[src/rtl/user_id_enroller_pkg.sv]
// Shared definitions for the user ID enroller.
//   state_t       : controller states
//   err_t         : result codes reported with done
//   SLOTS         : number of 4-digit ID slots in the 32-word store
//   DIGITS_PER_ID : digits per ID (one store word each)
//   TERMINATOR    : slot value that ends the ID list
//   id_digit()    : digit of a 16-bit ID, position 0 = most significant
package user_id_enroller_pkg;

  localparam int unsigned SLOTS         = 8;
  localparam int unsigned DIGITS_PER_ID = 4;
  localparam logic [15:0] TERMINATOR    = 16'hFFFF;

  typedef enum logic [2:0] {
    ST_IDLE       = 3'd0,
    ST_COLLECT    = 3'd1,
    ST_SCAN_ADDR  = 3'd2,
    ST_SCAN_CAP   = 3'd3,
    ST_CHECK      = 3'd4,
    ST_WRITE_TERM = 3'd5,
    ST_WRITE_ID   = 3'd6,
    ST_FINISH     = 3'd7
  } state_t;

  typedef enum logic [1:0] {
    ERR_OK       = 2'd0,
    ERR_DUP      = 2'd1,
    ERR_FULL     = 2'd2,
    ERR_RESERVED = 2'd3
  } err_t;

  function automatic logic [3:0] id_digit(input logic [15:0] id, input logic [1:0] pos);
    logic [3:0] d;
    case (pos)
      2'd0:    d = id[15:12];
      2'd1:    d = id[11:8];
      2'd2:    d = id[7:4];
      default: d = id[3:0];
    endcase
    return d;
  endfunction

endpackage

[src/rtl/user_id_enroller_if.sv]
// ID store bus between the enroller and the 32x4 store.
//   ram_addr  : word address
//   ram_wdata : write data
//   ram_we    : write enable
//   ram_rdata : read data, valid one cycle after ram_addr
// master = enroller side, slave = store side.
interface user_id_enroller_if;

  logic [4:0] ram_addr;
  logic [3:0] ram_wdata;
  logic       ram_we;
  logic [3:0] ram_rdata;

  modport master (
    output ram_addr,
    output ram_wdata,
    output ram_we,
    input  ram_rdata
  );

  modport slave (
    input  ram_addr,
    input  ram_wdata,
    input  ram_we,
    output ram_rdata
  );

endinterface

[src/rtl/user_id_enroller.sv]
// User ID enroller: collects a 4-digit ID, scans the ID store for a duplicate
// or the list terminator, then appends the ID (terminator moved first).
//   clk, rst        : clock, synchronous active-low reset
//   enroll_start    : one-cycle request to begin an enrollment (ignored when busy)
//   game_enter      : digit strobe, user_digit valid in the same cycle
//   user_digit      : entered digit
//   ram             : ID store bus (master side)
//   busy            : high outside IDLE
//   done            : one-cycle pulse at the end of every enrollment
//   error           : result code, valid with done, held until next enroll_start
//   new_internal_id : base word address of the written slot, valid when error=0
module user_id_enroller
  import user_id_enroller_pkg::*;
(
  input  logic                clk,
  input  logic                rst,
  input  logic                enroll_start,
  input  logic                game_enter,
  input  logic [3:0]          user_digit,
  user_id_enroller_if.master  ram,
  output logic                busy,
  output logic                done,
  output logic [1:0]          error,
  output logic [4:0]          new_internal_id
);

  localparam logic [2:0] LAST_K     = 3'(SLOTS - 1);
  localparam logic [1:0] LAST_DIGIT = 2'(DIGITS_PER_ID - 1);

  state_t      state;
  logic [15:0] entry;
  logic [15:0] slot;
  logic [15:0] entry_next;
  logic [1:0]  dcnt;
  logic [1:0]  idx;
  logic [2:0]  k;
  err_t        err_q;
  logic [4:0]  nid_q;

  assign entry_next      = {entry[11:0], user_digit};
  assign busy            = (state != ST_IDLE);
  assign done            = (state == ST_FINISH);
  assign error           = err_q;
  assign new_internal_id = nid_q;

  always_ff @(posedge clk) begin
    if (!rst) begin
      state <= ST_IDLE;
      entry <= '0;
      slot  <= '0;
      dcnt  <= '0;
      idx   <= '0;
      k     <= '0;
      err_q <= ERR_OK;
      nid_q <= '0;
    end else begin
      case (state)
        ST_IDLE: begin
          if (enroll_start) begin
            dcnt  <= '0;
            err_q <= ERR_OK;
            nid_q <= '0;
            state <= ST_COLLECT;
          end
        end

        ST_COLLECT: begin
          if (game_enter) begin
            entry <= entry_next;
            dcnt  <= dcnt + 2'd1;
            if (dcnt == LAST_DIGIT) begin
              // The reserved value is decided on the assembled entry so no
              // store access is ever started for it.
              if (entry_next == TERMINATOR) begin
                err_q <= ERR_RESERVED;
                state <= ST_FINISH;
              end else begin
                k     <= '0;
                idx   <= '0;
                state <= ST_SCAN_ADDR;
              end
            end
          end
        end

        ST_SCAN_ADDR: state <= ST_SCAN_CAP;

        ST_SCAN_CAP: begin
          slot  <= {slot[11:0], ram.ram_rdata};
          idx   <= idx + 2'd1;
          state <= (idx == LAST_DIGIT) ? ST_CHECK : ST_SCAN_ADDR;
        end

        // idx has wrapped back to 0 here, ready for the write phases.
        ST_CHECK: begin
          if (slot == entry) begin
            err_q <= ERR_DUP;
            state <= ST_FINISH;
          end else if (slot == TERMINATOR) begin
            if (k != LAST_K) begin
              state <= ST_WRITE_TERM;
            end else begin
              err_q <= ERR_FULL;
              state <= ST_FINISH;
            end
          end else if (k == LAST_K) begin
            err_q <= ERR_FULL;
            state <= ST_FINISH;
          end else begin
            k     <= k + 3'd1;
            state <= ST_SCAN_ADDR;
          end
        end

        ST_WRITE_TERM: begin
          idx <= idx + 2'd1;
          if (idx == LAST_DIGIT) begin
            state <= ST_WRITE_ID;
          end
        end

        ST_WRITE_ID: begin
          idx <= idx + 2'd1;
          if (idx == LAST_DIGIT) begin
            nid_q <= {k, 2'b00};
            err_q <= ERR_OK;
            state <= ST_FINISH;
          end
        end

        ST_FINISH: state <= ST_IDLE;

        default: state <= ST_IDLE;
      endcase
    end
  end

  // Store bus is decoded from state so ram_we drops on the same edge the
  // state returns to IDLE (including on reset).
  always_comb begin
    ram.ram_addr  = '0;
    ram.ram_wdata = '0;
    ram.ram_we    = 1'b0;
    case (state)
      ST_SCAN_ADDR: begin
        ram.ram_addr = {k, idx};
      end
      ST_WRITE_TERM: begin
        ram.ram_addr  = {k + 3'd1, idx};
        ram.ram_wdata = 4'hF;
        ram.ram_we    = 1'b1;
      end
      ST_WRITE_ID: begin
        ram.ram_addr  = {k, idx};
        ram.ram_wdata = id_digit(entry, idx);
        ram.ram_we    = 1'b1;
      end
      default: ;
    endcase
  end

endmodule

[src/flat_wrapper.sv]
// flat-port wrapper written by rule: the top's interface ports become plain ports
module user_id_enroller_flat import user_id_enroller_pkg::*;
  (clk, rst, enroll_start, game_enter, user_digit, busy, done, error, new_internal_id, ram_ram_addr, ram_ram_wdata, ram_ram_we, ram_ram_rdata);
  user_id_enroller_if ram_i ();
  input  logic clk;
  input  logic rst;
  input  logic enroll_start;
  input  logic game_enter;
  input  logic [3:0] user_digit;
  output logic busy;
  output logic done;
  output logic [1:0] error;
  output logic [4:0] new_internal_id;
  output wire logic [$bits(ram_i.ram_addr)-1:0] ram_ram_addr;
  output wire logic [$bits(ram_i.ram_wdata)-1:0] ram_ram_wdata;
  output wire logic [$bits(ram_i.ram_we)-1:0] ram_ram_we;
  input wire logic [$bits(ram_i.ram_rdata)-1:0] ram_ram_rdata;
  assign ram_ram_addr = ram_i.ram_addr;
  assign ram_ram_wdata = ram_i.ram_wdata;
  assign ram_ram_we = ram_i.ram_we;
  assign ram_i.ram_rdata = ram_ram_rdata;
  user_id_enroller u_core (.clk(clk), .rst(rst), .enroll_start(enroll_start), .game_enter(game_enter), .user_digit(user_digit), .ram(ram_i), .busy(busy), .done(done), .error(error), .new_internal_id(new_internal_id));
endmodule
[config.mk]
export PLATFORM = sky130hd
export DESIGN_NAME = user_id_enroller_flat
export DESIGN_NICKNAME = d
export VERILOG_FILES = /design/src/rtl/user_id_enroller_pkg.sv /design/src/rtl/user_id_enroller_if.sv /design/src/rtl/user_id_enroller.sv /design/src/flat_wrapper.sv
export SDC_FILE = /design/constraint.sdc
export NUM_CORES = 1
export LEC_CHECK = 0
export CORE_ASPECT_RATIO = 0.6
export CORE_MARGIN = 5
export CORE_UTILIZATION = 59
export CTS_CLUSTER_SIZE = 24
export DETAILED_ROUTE_END_ITERATION = 12
export PLACE_DENSITY = 0.82
export SLEW_MARGIN = 10
export SYNTH_ARGS = -nofsm -noshare
export SYNTH_HDL_FRONTEND = slang
export SYNTH_SLANG_ARGS = --single-unit
[constraint.sdc]
create_clock -name clk -period 4.9 [get_ports clk]
set_input_delay 0.49 -clock clk [delete_from_list [all_inputs] [get_ports clk]]
set_output_delay 0.49 -clock clk [all_outputs]
set_load 0.02 [all_outputs]
==> results by group <==
Outcome
  – Status: finished, final reports clean

Finish
  – Area grow syn2layout: 16.5%
  – Fillers: 314
  – Ant diodes: 0
  – Fin area: 2860 um^2
  – Share of cells above drive strength 1: 4.11%
  – Nets: 359

Worst setup path
  – Required @ worst endpoint: 4.41 ns
  – Crit-path max FO: 17
  – WS Path Type: register to output port
  – CP arrival: 2.52 ns
  – Worst-case reg-to-reg path depth: 6
  – Critical path capture point type: output port
  – Worst setup SP type: register

GRT
  – Total track usage: 25.0%
  – Grt ovf: 0
  – Largest net degree at the start of global routing: 23
  – Initial antenna violation count: 0
  – Vias in the first global route: 2116
  – First-pass GRT wire length: 10900 um

Floorplanning
  – Rows: 18
  – Total I/O pin count: 31
  – Die width: 93.2 um
  – CORE AREA: 4050 um^2
  – Initial Utilization: 60.5%
  – Die Y: 59.9 um
  – Die area: 5590 um^2

Timing
  – Min cycle time layout: 3.01 ns
  – RSZ-0062 raised after global routing: no
  – Fin Setup TNS: 0 ns
  – Actual slew at the worst max-slew pin: 1.07 ns
  – Slew HR: 28.3%
  – Layout Skew: 0.00627 ns
  – Fin. max-slew vios: 0
  – Final setup fails: 0
  – Fmax: 332 MHz
  – Tcrit/Tclk final: 61.5%
  – Final hold viol count: 0

Clocking
  – Hold buffers post-CTS: 0
  – Post-cts resize count: 0
  – Clk_lat worst skew: 0.31 ns
  – Clock Path Buffers: 2
  – Post-CTS setup buffers: 0
  – CTS buffer count: 5
  – CTS tree: done
  – Clk sinks: 47
  – Worst-path clk slew: 0.10 ns
  – CTS root buffer: clkbuf_8
  – CTS H-tree lvls: 2

Yosys
  – Syn_area_per_cell: 7.57 um^2
  – Post-synthesis cell count: 324
  – Synth top area cells: dfxtp_1, nand2_1, a21oi_1
  – Yosys cell types: 43
  – Post-Syn Area: 2450 um^2
  – Post-synthesis compound-gate area fraction: 21.0%
  – Area share of fa/ha/maj cells after synthesis: 3.57%
  – Largest area contributor in the netlist: dfxtp_1
  – Post-synth top flop: dfxtp_1
  – Async SR Flop Fraction: 0%
  – Post-synth top area share: 38.4%
  – Largest family of logic cells by synthesized area: simple AND/OR/NAND/NOR gates
  – Mux cell area share after synthesis: 0%
  – Flop and latch count out of synthesis: 47
  – EDFF count, synth: 0
  – Synth warnings: 0
  – Register area share after synthesis: 38.4%
  – Post-Synth XOR/XNOR Area: 6.07%
  – Fraction of the mapped netlist area in simple logic gates: 26.6%

Power and ir drop
  – Max VDD drop: 0.173 mV
  – Pwr Density: 284 nW/um^2
  – Leakage power: 0.00106 uW

Detailed routing
  – Antenna viol nets, final: 0
  – Drt first-iter violations: 280
  – Routed vias: 2396
  – Avg WL per Cell: 17.1 um
  – Routed vias/inst: 6.13
  – 1st-pass router iterations: 5
  – DR DRC count: 0
  – WL final: 6700 um

Job
  – # Max-Cap Violations: 0

Placed design
  – DP HPWL: 4860 um
  – Port Buffers: 28
  – Placed inst area: 2720 um^2
  – GPL Wtd Cong: 0.910

Min path
  – Min-Delay Path Depth: 2
  – Hold Path Class: register to register
[layer usage]
layer  up-vias  track usage, %  wire [um]
li1       1152               -          -
met1      1107            37.6       3160
met2       128            35.8       2740
met3         9            6.79        741
met4         0            4.38         63
met5         -               0          0
[cells in the mapped netlist, types with 2 or more instances]
cell type   n
nand3_1     2
o21a_1      2
a22oi_1     5
nor2b_1    11
nand2b_1    3
nor3_1      3
o21ai_0     9
xor2_1     16
dfxtp_1    47
clkbuf_1   17
a32o_1      3
ha_1        7
nor4_1      6
a222oi_1    4
buf_4       2
nand2_1    83
nand4_1     9
buf_2       2
a21oi_1    49
o22ai_1     3
nor2_1     16
inv_1       4
[layout make-up]
cell class / instances / area (um^2) / area share (%)
multi-input combinational: 253 / 1410 / 49.4
inverter: 4 / 15.0 / 0.525
timing repair buffer: 29 / 288 / 10.1
clock buffer: 5 / 68.8 / 2.41
tap: 50 / 62.6 / 2.19
sequential: 47 / 941 / 32.9
clock inverter: 3 / 71.3 / 2.50
[flip-flops by register name, indices dropped and copies added (netlist names)]
register                count
u_core.entry               16
u_core.slot                16
u_core.k                    3
u_core.new_internal_id      3
u_core.state                3
u_core.dcnt                 2
u_core.error                2
u_core.idx                  2
[cells by family after synthesis]
| kind of cell | count (synthesis) |
|---|---|
| other cells | 1 |
| flops | 47 |
| buf+inv | 25 |
| compound gates | 85 |
| xor+xnor | 17 |
| simple gates | 142 |
| fa+ha+maj | 7 |
[power breakdown]
part           switching, uW  internal [uW]  leakage (uW)
sequential              8.65            387      0.000380
clock                    148            207     0.0000703
combinational           36.1           24.0      0.000613
[placed cells by master, fill, tap and decap left out, types with 2 or more instances in the layout]
cell / count
a22oi_1: 5
a222oi_1: 4
conb_1: 2
o22ai_1: 3
nand4_1: 9
nand3_1: 2
xor2_1: 16
nand2b_1: 3
a21oi_1: 49
bufinv_16: 2
nand2_1: 83
o21a_1: 2
nor2_1: 16
o21ai_0: 9
dfxtp_1: 47
inv_1: 4
nor2b_1: 11
a32o_1: 3
clkdlybuf4s50_1: 28
nor4_1: 6
clkbuf_8: 5
ha_1: 7
nor3_1: 3
[critical path: stages (launching register included)]
cell	delay (ns)
dfxtp_1	0.65
nor2b_1	0.63
a21oi_1	0.17
nor2b_1	0.16
clkdlybuf4s50_1	0.61
[final timing paths]
check | startpoint | end | slack (ns)
max | u_core.state[1] | ram_ram_wdata[0] | 1.89
min | u_core.slot[13] | u_core.slot[13] | 0.51
max reg2reg | u_core.state[0] | u_core.dcnt[1] | 2.35
min reg2reg | u_core.slot[13] | u_core.slot[13] | 0.51
[through the flow]
step | utilization (%) | power [uW] | cells | setup slack (ns) | hold WS [ns]
floorplan | - | 440 | 325 | 2.96 | 0.461
global placement | 67.0 | 461 | 383 | 2.38 | 0.483
detailed placement | 67.0 | 462 | 383 | 2.30 | 0.494
CTS | 70.5 | 808 | 391 | 1.94 | 0.508
global route | 70.5 | 835 | 391 | 1.76 | 0.532
finish | 70.5 | 810 | 391 | 1.89 | 0.509
Power figures use the tool's default switching activity.
